--- src/rtl/fetch_pkg.sv ---
// -----------------------------------------------------------------------------
// fetch_pkg
// Shared definitions for the instruction-fetch stage and its neighbours.
//   RESET_PC_DEFAULT : byte address of the first instruction after reset
//   B_TYPE_BEQ/BNE   : conditional-branch codes shared with decode
//   fe_state_t       : fetch FSM encoding (BOOT / SEQ / DELAY)
// -----------------------------------------------------------------------------
package fetch_pkg;

    localparam logic [31:0] RESET_PC_DEFAULT = 32'hBFC0_0000;

    localparam logic [3:0] B_TYPE_BEQ = 4'b0001;
    localparam logic [3:0] B_TYPE_BNE = 4'b0000;

    typedef enum logic [1:0] {
        BOOT  = 2'd0,
        SEQ   = 2'd1,
        DELAY = 2'd2
    } fe_state_t;

endpackage

--- src/rtl/fetch_stage_branch_unit.sv ---
// -----------------------------------------------------------------------------
// branch_unit
// Purely combinational redirect resolution for the fetch stage.
// Ports:
//   i_is_b / i_is_j / i_is_jr : transfer kind held in decode
//   i_b_type                  : B_TYPE_BEQ or B_TYPE_BNE
//   i_b_offset                : signed branch offset in words
//   i_j_index                 : 26-bit jump index
//   i_pc_plus4                : address following the transfer instruction
//   i_rs_value / i_rt_value   : forwarded operands
//   o_taken                   : a control transfer is requested
//   o_target                  : destination, priority J > JR > branch
// -----------------------------------------------------------------------------
module branch_unit
    import fetch_pkg::*;
(
    input  logic        i_is_b,
    input  logic        i_is_j,
    input  logic        i_is_jr,
    input  logic [3:0]  i_b_type,
    input  logic [15:0] i_b_offset,
    input  logic [25:0] i_j_index,
    input  logic [31:0] i_pc_plus4,
    input  logic [31:0] i_rs_value,
    input  logic [31:0] i_rt_value,
    output logic        o_taken,
    output logic [31:0] o_target
);

    logic        w_b_cond;
    logic [31:0] w_b_target;
    logic [31:0] w_j_target;

    always_comb begin
        w_b_cond = 1'b0;
        if (i_b_type == B_TYPE_BEQ) begin
            w_b_cond = (i_rs_value == i_rt_value);
        end else if (i_b_type == B_TYPE_BNE) begin
            w_b_cond = (i_rs_value != i_rt_value);
        end
    end

    // Word offset sign-extended and scaled to bytes; sum wraps at 32 bits.
    assign w_b_target = i_pc_plus4 + {{14{i_b_offset[15]}}, i_b_offset, 2'b00};
    assign w_j_target = {i_pc_plus4[31:28], i_j_index, 2'b00};

    assign o_taken = i_is_j | i_is_jr | (i_is_b & w_b_cond);

    always_comb begin
        if (i_is_j) begin
            o_target = w_j_target;
        end else if (i_is_jr) begin
            o_target = i_rs_value;
        end else begin
            o_target = w_b_target;
        end
    end

endmodule

--- src/rtl/fetch_stage.sv ---
// -----------------------------------------------------------------------------
// fetch_stage
// Instruction fetch for the 5-stage MIPS pipeline. Owns the PC, drives the
// synchronous instruction SRAM (1-cycle read latency), and implements the
// single branch delay slot and decode stall.
// Ports:
//   clk, resetn             : clock (rising edge), async active-low reset
//   inst_sram_en            : SRAM read enable (follows resetn)
//   inst_sram_addr          : SRAM byte address (combinational)
//   inst_sram_rdata         : data for the address of the previous cycle
//   stall                   : decode stall, holds fetch
//   de_is_b/de_is_j/de_is_jr: redirect kind from decode
//   de_b_type, de_b_offset  : branch condition and word offset
//   de_j_index              : jump index
//   de_rs_value/de_rt_value : forwarded operands
//   fe_inst, current_pc     : instruction and its PC, to decode
//   fe_valid                : fe_inst is a real instruction
//   stall_is_b              : one-cycle pulse per accepted transfer
// -----------------------------------------------------------------------------
module fetch_stage
    import fetch_pkg::*;
#(
    parameter logic [31:0] RESET_PC = RESET_PC_DEFAULT
) (
    input  logic        clk,
    input  logic        resetn,
    output logic        inst_sram_en,
    output logic [31:0] inst_sram_addr,
    input  logic [31:0] inst_sram_rdata,
    input  logic        stall,
    input  logic        de_is_b,
    input  logic        de_is_j,
    input  logic        de_is_jr,
    input  logic [3:0]  de_b_type,
    input  logic [15:0] de_b_offset,
    input  logic [25:0] de_j_index,
    input  logic [31:0] de_rs_value,
    input  logic [31:0] de_rt_value,
    output logic [31:0] fe_inst,
    output logic [31:0] current_pc,
    output logic        fe_valid,
    output logic        stall_is_b
);

    fe_state_t   r_state;
    fe_state_t   w_state_next;
    logic [31:0] r_pc;
    logic [31:0] r_target;
    logic        r_valid;
    logic        r_stall_is_b;

    logic [31:0] w_pc_plus4;
    logic        w_taken;
    logic [31:0] w_target;
    logic        w_accept;
    logic        w_pc_load;

    assign w_pc_plus4 = r_pc + 32'd4;

    branch_unit u_branch_unit (
        .i_is_b     (de_is_b),
        .i_is_j     (de_is_j),
        .i_is_jr    (de_is_jr),
        .i_b_type   (de_b_type),
        .i_b_offset (de_b_offset),
        .i_j_index  (de_j_index),
        .i_pc_plus4 (w_pc_plus4),
        .i_rs_value (de_rs_value),
        .i_rt_value (de_rt_value),
        .o_taken    (w_taken),
        .o_target   (w_target)
    );

    // A transfer is only accepted from a valid instruction in SEQ with no
    // stall; while stalled it is simply re-evaluated the next cycle.
    assign w_accept = (r_state == SEQ) && !stall && w_taken && r_valid;

    // ---------------------------------------------------------------- state
    always_ff @(posedge clk or negedge resetn) begin
        if (!resetn) begin
            r_state <= BOOT;
        end else begin
            r_state <= w_state_next;
        end
    end

    // ----------------------------------------------------------- next state
    always_comb begin
        w_state_next = r_state;
        case (r_state)
            BOOT:    w_state_next = SEQ;
            SEQ:     if (w_accept) w_state_next = DELAY;
            DELAY:   if (!stall)   w_state_next = SEQ;
            default: w_state_next = BOOT;
        endcase
    end

    // -------------------------------------------------------------- outputs
    // The fetch address is also the PC value of the next cycle, so the same
    // select drives both the SRAM and the PC register.
    always_comb begin
        inst_sram_addr = RESET_PC;
        w_pc_load      = 1'b0;
        case (r_state)
            BOOT: begin
                inst_sram_addr = RESET_PC;
                w_pc_load      = 1'b1;
            end
            SEQ: begin
                inst_sram_addr = stall ? r_pc : w_pc_plus4;
                w_pc_load      = !stall;
            end
            DELAY: begin
                inst_sram_addr = stall ? r_pc : r_target;
                w_pc_load      = !stall;
            end
            default: begin
                inst_sram_addr = RESET_PC;
                w_pc_load      = 1'b0;
            end
        endcase
    end

    // ------------------------------------------------------------- datapath
    always_ff @(posedge clk or negedge resetn) begin
        if (!resetn) begin
            r_pc         <= '0;
            r_target     <= '0;
            r_valid      <= 1'b0;
            r_stall_is_b <= 1'b0;
        end else begin
            r_stall_is_b <= w_accept;
            if (w_pc_load) begin
                r_pc <= inst_sram_addr;
            end
            if (w_accept) begin
                r_target <= w_target;
            end
            if (r_state == BOOT) begin
                r_valid <= 1'b1;
            end
        end
    end

    assign inst_sram_en = resetn;
    assign current_pc   = r_pc;
    assign fe_valid     = r_valid;
    assign fe_inst      = r_valid ? inst_sram_rdata : 32'h0;
    assign stall_is_b   = r_stall_is_b;

endmodule
--- config.mk ---
export PLATFORM = sky130hd
export DESIGN_NAME = fetch_stage
export DESIGN_NICKNAME = d
export VERILOG_FILES = /design/src/rtl/fetch_pkg.sv /design/src/rtl/fetch_stage_branch_unit.sv /design/src/rtl/fetch_stage.sv
export SDC_FILE = /design/constraint.sdc
export NUM_CORES = 1
export LEC_CHECK = 0
export CAP_MARGIN = 25
export CELL_PAD_IN_SITES_DETAIL_PLACEMENT = 1
export CELL_PAD_IN_SITES_GLOBAL_PLACEMENT = 2
export CORE_UTILIZATION = 23
export CTS_CLUSTER_SIZE = 12
export DETAILED_ROUTE_END_ITERATION = 10
export PLACE_DENSITY = 0.8
export SYNTH_ARGS = -nofsm -noshare
export SYNTH_HDL_FRONTEND = slang
export SYNTH_SLANG_ARGS = --single-unit
--- constraint.sdc ---
create_clock -name clk -period 3.5 [get_ports clk]
set_input_delay 0.525 -clock clk [delete_from_list [all_inputs] [get_ports clk]]
set_output_delay 0.525 -clock clk [all_outputs]
set_load 0.005 [all_outputs]
==> results of run 1 <==
layer usage:
| layer | up-vias | global-route usage |
|---|---|---|
| met5 | - | 0 |
| met4 | 0 | 0.0511 |
| met3 | 27 | 0.0422 |
| met2 | 307 | 0.357 |
| met1 | 4032 | 0.293 |
| li1 | 3803 | - |
worst paths after layout:
path                               start             end  depth (start not counted)
max                        current_pc[2]    r_target[26]                         17
min                               resetn  current_pc[24]                          1
max reg2reg                current_pc[2]    r_target[26]                         17
min reg2reg                  r_target[3]     r_target[3]                          2
max in group asynchronous         resetn    r_target[21]                          2
min in group clk             r_target[3]     r_target[3]                          2
worst max-delay path, cell delays in order (launching register included):
cell and delay (ns):
dfrtp_1 0.39, buf_6 0.12, buf_6 0.09, nand4_1 0.16, nor3_2 0.27, and4_1 0.28, nand3_1 0.11, xnor2_1 0.22
ha_1 0.29, a21o_1 0.20, a21o_1 0.22, a31o_2 0.26, a31oi_4 0.16, o41ai_4 0.12, buf_4 0.16, a211oi_2 0.22
mux2i_1 0.21, a31oi_1 0.09
flip-flops by register name, summed over array words and instances, names as in the netlist:
signal      count
r_target       32
fe_valid        1
current_pc     32
r_state         2
stall_is_b      1
cell type report:
class                   instances  area, um^2
well taps                     390         488
inverters                      21        82.6
clock inverters                 6         114
flip-flops and latches         68        1700
fillers                      3504       18000
multi-input cells             713        5560
clock buffers                   9         225
repair buffers                376        3490
power by group:
group / switching [uW] / internal (uW)
registers: 389 / 1110
logic: 2840 / 2510
clock network: 408 / 694
total: 3630 / 4310
cells by family (layout without fill, tap and decap cells):
group / count (synthesis) / in the layout / share of synthesized area
xor+xnor: 90 / 90 / 0.114
compound gates: 250 / 250 / 0.240
simple gates: 289 / 289 / 0.214
flops: 68 / 68 / 0.246
fa+ha+maj: 40 / 40 / 0.0733
mux: 44 / 44 / 0.0686
buf+inv: 80 / 412 / 0.0444
stage by stage:
| stage | instance area, um^2 | worst slack [ns] | util |
|---|---|---|---|
| after floorplan | 6990 | -0.154 | - |
| after global placement | 10600 | -0.135 | 0.357 |
| after detailed placement | 10600 | -0.202 | 0.357 |
| after CTS | 11100 | -0.115 | 0.375 |
| after global routing | 11700 | -0.347 | 0.394 |
| final | 11700 | -0.203 | 0.394 |
repair_timing:
item                                    4_1_cts  5_1_grt
buffers inserted                              2       12
resized for setup                            44       83
endpoints found under the setup margin       28       38
pin swaps                                    13       52
cell usage in the layout, fill, tap and decap left out, types with 12 or more instances in the layout:
cell type,instances
o21ai_0,56
inv_1,19
buf_4,120
o31ai_1,15
mux2_2,24
a221oi_1,12
nand4_1,15
xor2_1,53
clkdlybuf4s50_1,235
a21o_1,16
mux2i_1,19
nand2_1,74
nor2_1,61
nand3_1,15
xnor2_1,21
and2_1,34
ha_1,32
a21oi_1,45
dfrtp_1,68
==> results.ini, run 1 <==
[timing]
holdWs_ns=0.0413
skew_ns=0.00651
fin_crit_sh=1.06
fin_ws_ns=-0.203
max_freq_mhz=270
relSlewSlack=0.412
tns_ns=-0.984
worstMarginPinSlew_ns=0.881
hold_violations=0
finalCriticalPeriod_ns=3.70
rsz0062_at_grt=yes
finalSetupViolations=11
final_max_slew_viol_count=0

[global_routing]
grt_max_degree=62
grt_pass1_vias=8228
track_usage=0.218
grt_pass1_wl_mm=50.5
grt_overflow=0
antenna_found_initial=0

[floorplanning]
num_io_pins=247
die_area_mm2=0.0308
die_y_um=176
coreArea_mm2=0.0296
start_util=0.234
rows=63
dieWidth_um=176

[logic_synthesis]
synth_area_per_cell_um2=8.04
yosysUniqueCellTypes=73
synth_most_common_cell=nand2_1
synth_flop_cell=dfrtp_1
synth_area_leaders=dfrtp_1 25%, xor2_1 7.3%, ha_1 7.0%, o21ai_0 4.8%, nand2_1 4.1%
synth_top_area_cell=dfrtp_1
postSynthCellCount=861
synth_nets=1049
ys_seq_area_frac=0.246
synth_edf_count=0
async_reset_ff_frac=1.00
synthTopCellsByCount=76 x nand2_1, 68 x dfrtp_1, 67 x nor2_1, 66 x o21ai_0, 58 x xor2_1
syn_area_mm2=0.00693
yosys.area.top_type_share=0.246
ys_ff_latch=68
ys_warn_count=0

[status]
status=finished with violations
violations=negative setup slack

[drt]
drt-wirelength-per-cell_um=21.8
dr.max_layer_used=met4
wl_mm=34.6
drtIter0Drc=499
drt-vias-per-instance=5.16
firstDrtPassIters=5
met2_length_mm=16.2
wl_met1_mm=15.6
met3_length_mm=2.22
post-route-drc-count=0
ant_nets=0
num_vias=8169

[setup_path]
cp_max_fo=3
r2r_setup_slack_ns=-0.20
arrival_ns=3.94
end_kind=register
worstSetupPathType=reg -> reg
start_kind=register
crit_required_ns=3.74

[flow_run]
drv_cap=0

[finish]
nets=1377
stdcell_count=1583
drive_above_1_share=0.228
antenna_cells=0
area_growth_pct=68.4

[power_and_ir_drop]
p_leak_uw=0.00491
total_power_uw=7950
power_density_mw_per_mm2=681
vdd_drop_max_mv=0.289

[clocking]
worstSkewPairLatency_ns=0.35
clockBufferDepth=2
cts_root_buf=clkbuf_16
cts_tree=done
cts_sinks=68
cts_hold_buffers=0
h-tree-depth=3
cts_buffers=9
clk_pin_slew_ns=0.06

[hold_path]
holdCritPathClass=in -> async

[place]
io_buffers=246
gp_congestion=0.864
place_inst=1553
hpwlAfterDp_mm=27.6

Note: power is estimated with default switching activity, not from simulation.
==> run 2, diff against run 1 <==
==> constraint.sdc (replaced) <==
create_clock -name clk -period 3.5 [get_ports clk]
set_input_delay 0.875 -clock clk [delete_from_list [all_inputs] [get_ports clk]]
set_output_delay 0.875 -clock clk [all_outputs]
set_load 0.005 [all_outputs]
==> results.ini, run 2 (synthesis results as in run 1) <==
[timing]
tns_ns=-0.853
worstMarginPinSlew_ns=0.591
skew_ns=0.0106
max_freq_mhz=269
final_max_slew_viol_count=0
relSlewSlack=0.606
hold_violations=0
rsz0062_at_grt=yes
fin_crit_sh=1.06
finalCriticalPeriod_ns=3.71
fin_ws_ns=-0.212
finalSetupViolations=10

[setup_path]
r2r_end=r_target[30]
r2r_setup_slack_ns=-0.21
start_kind=register
crit_path_start=current_pc[3]
arrival_ns=3.93
worstSetupPathType=reg -> reg
end_kind=register
reg2regPathDepth=16
worstReg2RegStart=current_pc[3]
crit_required_ns=3.72
critPathCapture=r_target[30]
cp_max_fo=4

[global_routing]
grt_max_degree=44
grt_overflow=0
track_usage=0.224
grt_pass1_vias=8873
antenna_found_initial=0
grt_pass1_wl_mm=52.4

[drt]
drt-wirelength-per-cell_um=21.0
wl_mm=35.6
firstDrtPassIters=5
post-route-drc-count=0
ant_nets=0
drt-vias-per-instance=5.04
drtIter0Drc=464
num_vias=8552

[floorplanning]
coreArea_mm2=0.0296
start_util=0.234
die_y_um=176
rows=63
num_io_pins=247
dieWidth_um=176
die_area_mm2=0.0308

[clocking]
worstSkewPairLatency_ns=0.35
cts_hold_buffers=0
clk_pin_slew_ns=0.06
cts_tree=done
cts_buffers=9
cts_sinks=68
cts_root_buf=clkbuf_16
h-tree-depth=3
clockBufferDepth=2

[finish]
post-route-util=0.429
final_common_cell=buf_4
seq_area_mm2=0.00170
final_cell_mix=229 x buf_4, 223 x clkdlybuf4s50_1, 75 x nand2_1
area_growth_pct=83.7
antenna_cells=0
fillCellCount=3473
stdcell_count=1697
drive_above_1_share=0.325
nets=1492
multi_input_area_mm2=0.00583

[power_and_ir_drop]
power_density_mw_per_mm2=662
total_power_uw=8430
p_leak_uw=0.00558
vdd_drop_max_mv=0.333

[hold_path]
holdCritPathClass=reg -> reg

[place]
place_inst=1649
hpwlAfterDp_mm=28.0
gp_congestion=0.879
io_buffers=246

[status]
violations=negative setup slack
status=finished with violations

[flow_run]
drv_cap=0

run 2: changes by cell type in the layout (fill, tap and decap cells not counted), moves of 4 or more:
cell,change
a221oi_1,-6
buf_2,+5
buf_4,+109
buf_6,+5
clkbuf_2,+5
clkdlybuf4s50_1,-12
nor2_1,-7
nor2_4,+4
o21ai_1,+4
xnor2_1,-4
xnor2_2,+4
xor2_1,-5
xor2_2,+4
run 2: stage by stage:
stage,area (um^2),setup slack (ns),hold slack (ns)
floorplan,6990,-0.154,0.445
global placement,11300,-0.431,0.460
detailed placement,11300,-0.420,0.469
CTS,12100,-0.173,0.482
global route,12700,-0.345,0.508
finish,12700,-0.212,0.483
run 2: worst min path at each step:
stage	startpoint	end	cells past startpoint	slack, ns
finish	r_target[16]	r_target[16]	2	0.48
global route	r_target[2]	r_target[2]	2	0.51
CTS	r_target[16]	r_target[16]	2	0.48
detailed placement	r_target[16]	r_target[16]	2	0.47
global placement	r_target[16]	r_target[16]	2	0.46
floorplan	r_target[13]	r_target[13]	2	0.44
run 2: repair_timing:
item	CTS	global route
resized for setup	106	113
endpoints found under the hold margin	0	0
endpoints found under the setup margin	47	43
pin swaps	48	51
buffers inserted	22	14
run 2: critical path, stage by stage, from the launching register on:
cell and delay, ns:
dfrtp_1 0.37, buf_6 0.11, nand4_1 0.16, nor3_2 0.22, buf_4 0.16, and4_4 0.23
nand3_2 0.09, xnor2_2 0.23, ha_1 0.28, a21o_1 0.20, a21o_1 0.21, a31o_2 0.26
a31oi_4 0.22, o41ai_4 0.14, or4_1 0.52, o2111ai_2 0.08, o311ai_1 0.10
run 2: where the power goes:
group / total (uW) / switching (uW) / internal (uW)
combinational: 6020 / 3110 / 2910
clock: 969 / 386 / 583
sequential: 1440 / 330 / 1110
run 2: layout make-up:
| cell class | count | share of cell area |
|---|---|---|
| multi-input cells | 713 | 0.458 |
| repair buffers | 491 | 0.341 |
| flip-flops and latches | 68 | 0.134 |
| well taps | 390 | 0.0384 |
| clock buffers | 12 | 0.0202 |
| inverters | 21 | 0.00620 |
| clock inverters | 2 | 0.00275 |
run 2: per-layer routing:
layer | routed length [um] | track usage
met1 | 16000 | 0.299
met3 | 1930 | 0.0340
met4 | 544 | 0.0536
met2 | 17100 | 0.378
met5 | 0 | 0
==> variant 1, RTL diff (flow settings as in run 2) <==
Reset style: synchronous (`resetn`), changed in 2 clocked blocks. Comments in the files are not updated.
--- a/src/rtl/fetch_stage.sv
+++ b/src/rtl/fetch_stage.sv
@@ -76,7 +76,7 @@
     assign w_accept = (r_state == SEQ) && !stall && w_taken && r_valid;
 
     // ---------------------------------------------------------------- state
-    always_ff @(posedge clk or negedge resetn) begin
+    always_ff @(posedge clk) begin
         if (!resetn) begin
             r_state <= BOOT;
         end else begin
@@ -122,7 +122,7 @@
     end
 
     // ------------------------------------------------------------- datapath
-    always_ff @(posedge clk or negedge resetn) begin
+    always_ff @(posedge clk) begin
         if (!resetn) begin
             r_pc         <= '0;
             r_target     <= '0;
Check against the original RTL: differs if resetn is asserted again (counterexample within 4 cycles, from zero or initial values and one cycle with resetn low); with resetn held inactive, the same outputs for 4 cycles.
==> variant 1 against run 2 <==
The flow still finishes with violations (negative setup slack). Sequential cell count unchanged. Via count increased by 8.3%. Area after synthesis increased by 0.98%. Final cell count increased by 5.7%. Cell area decreased by 1.2%. Worst setup slack improved by 150 ps. Wire length increased by 3.6%. Critical endpoint is now r_target[28].
Power is not compared: it rests on default switching activity, and its combinational part moved more than twofold at a synthesized area within 25%.
==> variant 1: results <==
set metrics [dict create \
    status "finished with violations" \
    violations "negative setup slack" \
    drt-initial-drc-count 513 \
    hold_start "r_target[13]" \
    grt_max_degree 43 \
    fin_skew_ps 6.45 \
    via_count 9264 \
    setup_viol 5 \
    numPlacedInstances 1748 \
    post-place-ws_ps -430 \
    finalSetupTns_ps -152 \
    postSynth.asyncResetShare 0 \
    ys.flop_type "dfxtp_1" \
    gp_congestion 0.898 \
    synthTopCellsByArea "dfxtp_1 19%, a21oi_1 7.0%, ha_1 7.0%" \
    wl_mm 36.9 \
    placed_area_um2 11300 \
    grt_usage 0.229 \
    cp.arrival_ps 3770 \
    fin_hold_ws_ps 467 \
    slew_headroom 0.517 \
    r2r-start "current_pc[2]" \
    dp_hpwl_mm 28.8 \
    ys_seq_area_frac 0.195 \
    drive_gt1_frac 0.291 \
    viasPerCell 5.16 \
    reg2reg_depth 17 \
    synth.distinct_cells 71 \
    antenna_found_initial 2 \
    min_to "r_target[13]" \
    fin_ws_ps -59.5 \
    syn_inst 971 \
    grt_pass1_wl_mm 54.7 \
    r2r_end "r_target[28]" \
    synth_nets 1159 \
    synthTopCellsByCount "111 x nand2_1, 98 x a21oi_1, 86 x nor2_1" \
    nets 1587 \
    grt_pass1_vias 9625 \
]
## variant 1: cells by family (layout without fill, tap and decap cells)
kind of cell             after synthesis  after routing  synth area share
AND/OR/NAND/NOR                      341            341             0.238
adder cells (fa/ha/maj)               40             40            0.0726
multiplexers                          33             33            0.0494
flip-flops                            68             68             0.195
XOR/XNOR                              87             87             0.109
buffers and inverters                 90            523            0.0512
AO/OA/AOI/OAI                        312            312             0.285
## variant 1: how the worst max path moves through the flow
stage,cells past startpoint,startpoint,to,slack (ps)
final,17,current_pc[2],r_target[28],-60
after global routing,17,current_pc[2],r_target[28],-210
after CTS,12,current_pc[3],inst_sram_addr[30],-80
after detailed placement,10,de_rs_value[26],r_target[1],-430
after global placement,10,de_rs_value[26],r_target[0],-380
after floorplan,15,current_pc[2],r_target[29],3
## variant 1: repair_timing
| action | 4_1_cts | 5_1_grt |
|---|---|---|
| endpoints found under the setup margin | 57 | 49 |
| pin swaps | 39 | 59 |
| gates resized for setup | 100 | 119 |
| buffers inserted | 22 | 11 |
## variant 1: worst max-delay path, cell delays in order (launching register included)
cell	delay (ps)
dfxtp_2	360
buf_4	120
buf_6	90
nand4_4	90
nor3_2	210
and3_1	220
xor2_1	70
buf_4	150
ha_1	340
buf_4	140
o21a_1	130
nor2_2	50
a221oi_4	320
a311o_1	330
a21oi_2	110
or4b_4	490
o2111ai_2	100
a311oi_1	110
## variant 1: report_power, final
| part | internal [mW] | leakage (nW) | switching (mW) |
|---|---|---|---|
| Clock | 0.556 | 0.146 | 0.409 |
| Sequential | 0.817 | 0.557 | 0.0503 |
| Combinational | 0.821 | 4.52 | 0.875 |
| Total | 2.19 | 5.22 | 1.33 |
## variant 1: area by class of cell
cell class / count / area, µm²
clock buffers: 9 / 225
clock inverters: 7 / 77.6
fillers: 3558 / 17200
inverters: 23 / 96.3
multi-input cells: 813 / 6020
flip-flops and latches: 68 / 1370
well taps: 390 / 488
repair buffers: 484 / 4290
## variant 1: routing by layer
layer	GRT usage	share of wire
met3	0.0334	0.039
met1	0.276	0.42
met4	0.0657	0.031
met5	0	0.00079
met2	0.416	0.51
==> variant 2, RTL diff (settings of run 2) <==
Without the edit above. Register the input `de_b_offset` before use, with the module's reset. The logic sees it one clock later. The other inputs are not delayed to match.
--- a/src/rtl/fetch_stage.sv
+++ b/src/rtl/fetch_stage.sv
@@ -42,6 +42,16 @@
     output logic        stall_is_b
 );
 
+    logic [15:0] de_b_offset_q;
+
+    always_ff @(posedge clk or negedge resetn) begin
+        if (!resetn) begin
+            de_b_offset_q <= '0;
+        end else begin
+            de_b_offset_q <= de_b_offset;
+        end
+    end
+
     fe_state_t   r_state;
     fe_state_t   w_state_next;
     logic [31:0] r_pc;
@@ -62,7 +72,7 @@
         .i_is_j     (de_is_j),
         .i_is_jr    (de_is_jr),
         .i_b_type   (de_b_type),
-        .i_b_offset (de_b_offset),
+        .i_b_offset (de_b_offset_q),
         .i_j_index  (de_j_index),
         .i_pc_plus4 (w_pc_plus4),
         .i_rs_value (de_rs_value),
Function: changed (Yosys sat finds a counterexample within 4 cycles, from zero or initial values and one cycle with resetn low).
==> variant 2 against run 2 <==
The flow still finishes with violations (negative setup slack). Sequential cell count grew 16. Via count grew 3.7%. Cell area up 5.0%. Clock skew is 2.3 ps lower. Worst setup slack improved by 160 ps. Wire length is 1.5% higher. Area after synthesis increased by 6.1%.
Power is not compared: it rests on default switching activity, and its combinational part moved more than twofold at a synthesized area within 25%.
==> variant 2: results <==
set metrics [dict create \
    status "finished with violations" \
    violations "negative setup slack" \
    drt-initial-drc-count 417 \
    cts_max_level 3 \
    postSynth.asyncResetShare 1.00 \
    synthTopCellsByCount "130 x nand2_1, 84 x dfrtp_1, 78 x o21ai_0" \
    grt_max_degree 54 \
    clk_pin_slew_ps 70 \
    clk_latency_ps 360 \
    via_count 8872 \
    grt_usage 0.219 \
    fin_skew_ps 8.27 \
    drive_gt1_frac 0.338 \
    setup_viol 6 \
    cts_root_buffer "clkbuf_16" \
    grt_pass1_wl_mm 54.9 \
    worstMarginPinSlew_ps 1010 \
    synthTopCellsByArea "dfrtp_1 29%, ha_1 6.6%, nand2_1 6.6%" \
    ys_seq_area_frac 0.286 \
    fin_ws_ps -53.7 \
    p_leak_nw 5.93 \
    synth.distinct_cells 72 \
    cp.arrival_ps 3790 \
    path_max_fanout 4 \
    grt_pass1_vias 9461 \
    antenna_found_initial 2 \
    synth-warning-count 0 \
    io_buffers 246 \
    dp_hpwl_mm 28.6 \
    cts_buffers 9 \
    gp_congestion 0.854 \
    hp-class "reg2reg" \
    fillerInstances 3670 \
    fin_hold_ws_ps 490 \
    placed_area_um2 11800 \
    wl_mm 36.1 \
    cts.path.max_buffers 2 \
    peakVddDrop_v 0.000270 \
    nets 1574 \
    synth_nets 1111 \
    ys.flop_type "dfrtp_1" \
    drtPass1Iterations 5 \
]
[variant 2: kinds of logic (layout without fill, tap and decap cells)]
logic type | count (synthesis) | in the layout | synth area share
fa+ha+maj | 40 | 40 | 0.0691
other cells | 0 | 1 | 0
simple gates | 345 | 345 | 0.227
compound gates | 252 | 252 | 0.220
xor+xnor | 90 | 90 | 0.107
buf+inv | 79 | 547 | 0.0415
flops | 84 | 84 | 0.286
mux | 33 | 33 | 0.0483
[variant 2: worst paths after layout]
path | depth (start not counted) | end | from
max | 19 | r_target[31] | current_pc[3]
min | 2 | r_target[1] | r_target[1]
max reg2reg | 19 | r_target[31] | current_pc[3]
min reg2reg | 2 | r_target[1] | r_target[1]
max in group asynchronous | 3 | r_target[29] | resetn
min in group asynchronous | 2 | current_pc[6] | resetn
[variant 2: final cells by class]
class,count,area share
multi-input cells,760,0.440
diodes,1,0.000187
well taps,402,0.0377
repair buffers,508,0.335
clock buffers,11,0.0182
flip-flops and latches,84,0.157
clock inverters,5,0.00440
inverters,23,0.00675
[variant 2: metal layers]
layer	part of all wire	vias to the layer above	track usage
li1	-	4202	-
met1	0.40	4358	0.254
met2	0.52	269	0.411
met3	0.048	43	0.0367
met4	0.024	0	0.0605
met5	0	-	0
[variant 2: what timing repair did]
item                                   in CTS  in global routing
buffers inserted                           22                 19
pin swaps                                  61                 67
gates cloned                                0                  0
endpoints found under the hold margin       0                  0
hold buffers                                0                  0
resized for setup                         168                 94
setup endpoints to repair                  47                 44
[variant 2: worst max-delay path: stages, from the launching register on]
cell      delay (ps)
dfrtp_1          390
ha_2             230
nand3_2          100
buf_6            130
nor4_2           120
buf_4            190
and2_4           150
nand4_1          120
buf_4            180
xnor2_2          130
ha_1             300
a21o_1           170
a21oi_2          130
o21bai_2          90
a21oi_2          150
o221a_2          220
a21oi_2           70
o21ai_2          260
and3_1           220
o31ai_2           60
[variant 2: power breakdown]
group	total, mW	switching (mW)	internal (mW)
clock	1.02	0.448	0.575
combinational	1.98	0.922	1.06
sequential	1.07	0.0484	1.02
total	4.07	1.42	2.66
[variant 2: per-stage QoR]
step | TNS [ps] | total power, mW | instances | util | setup slack, ps
after global routing | -1970 | 4.29 | 1793 | 0.424 | -202
after floorplan | 0 | 1.82 | 923 | - | 30.3
after global placement | -18800 | 2.74 | 1742 | 0.376 | -439
after CTS | -690 | 3.95 | 1776 | 0.409 | -108
final | -179 | 4.07 | 1794 | 0.424 | -53.7
after detailed placement | -19870 | 2.78 | 1742 | 0.376 | -461
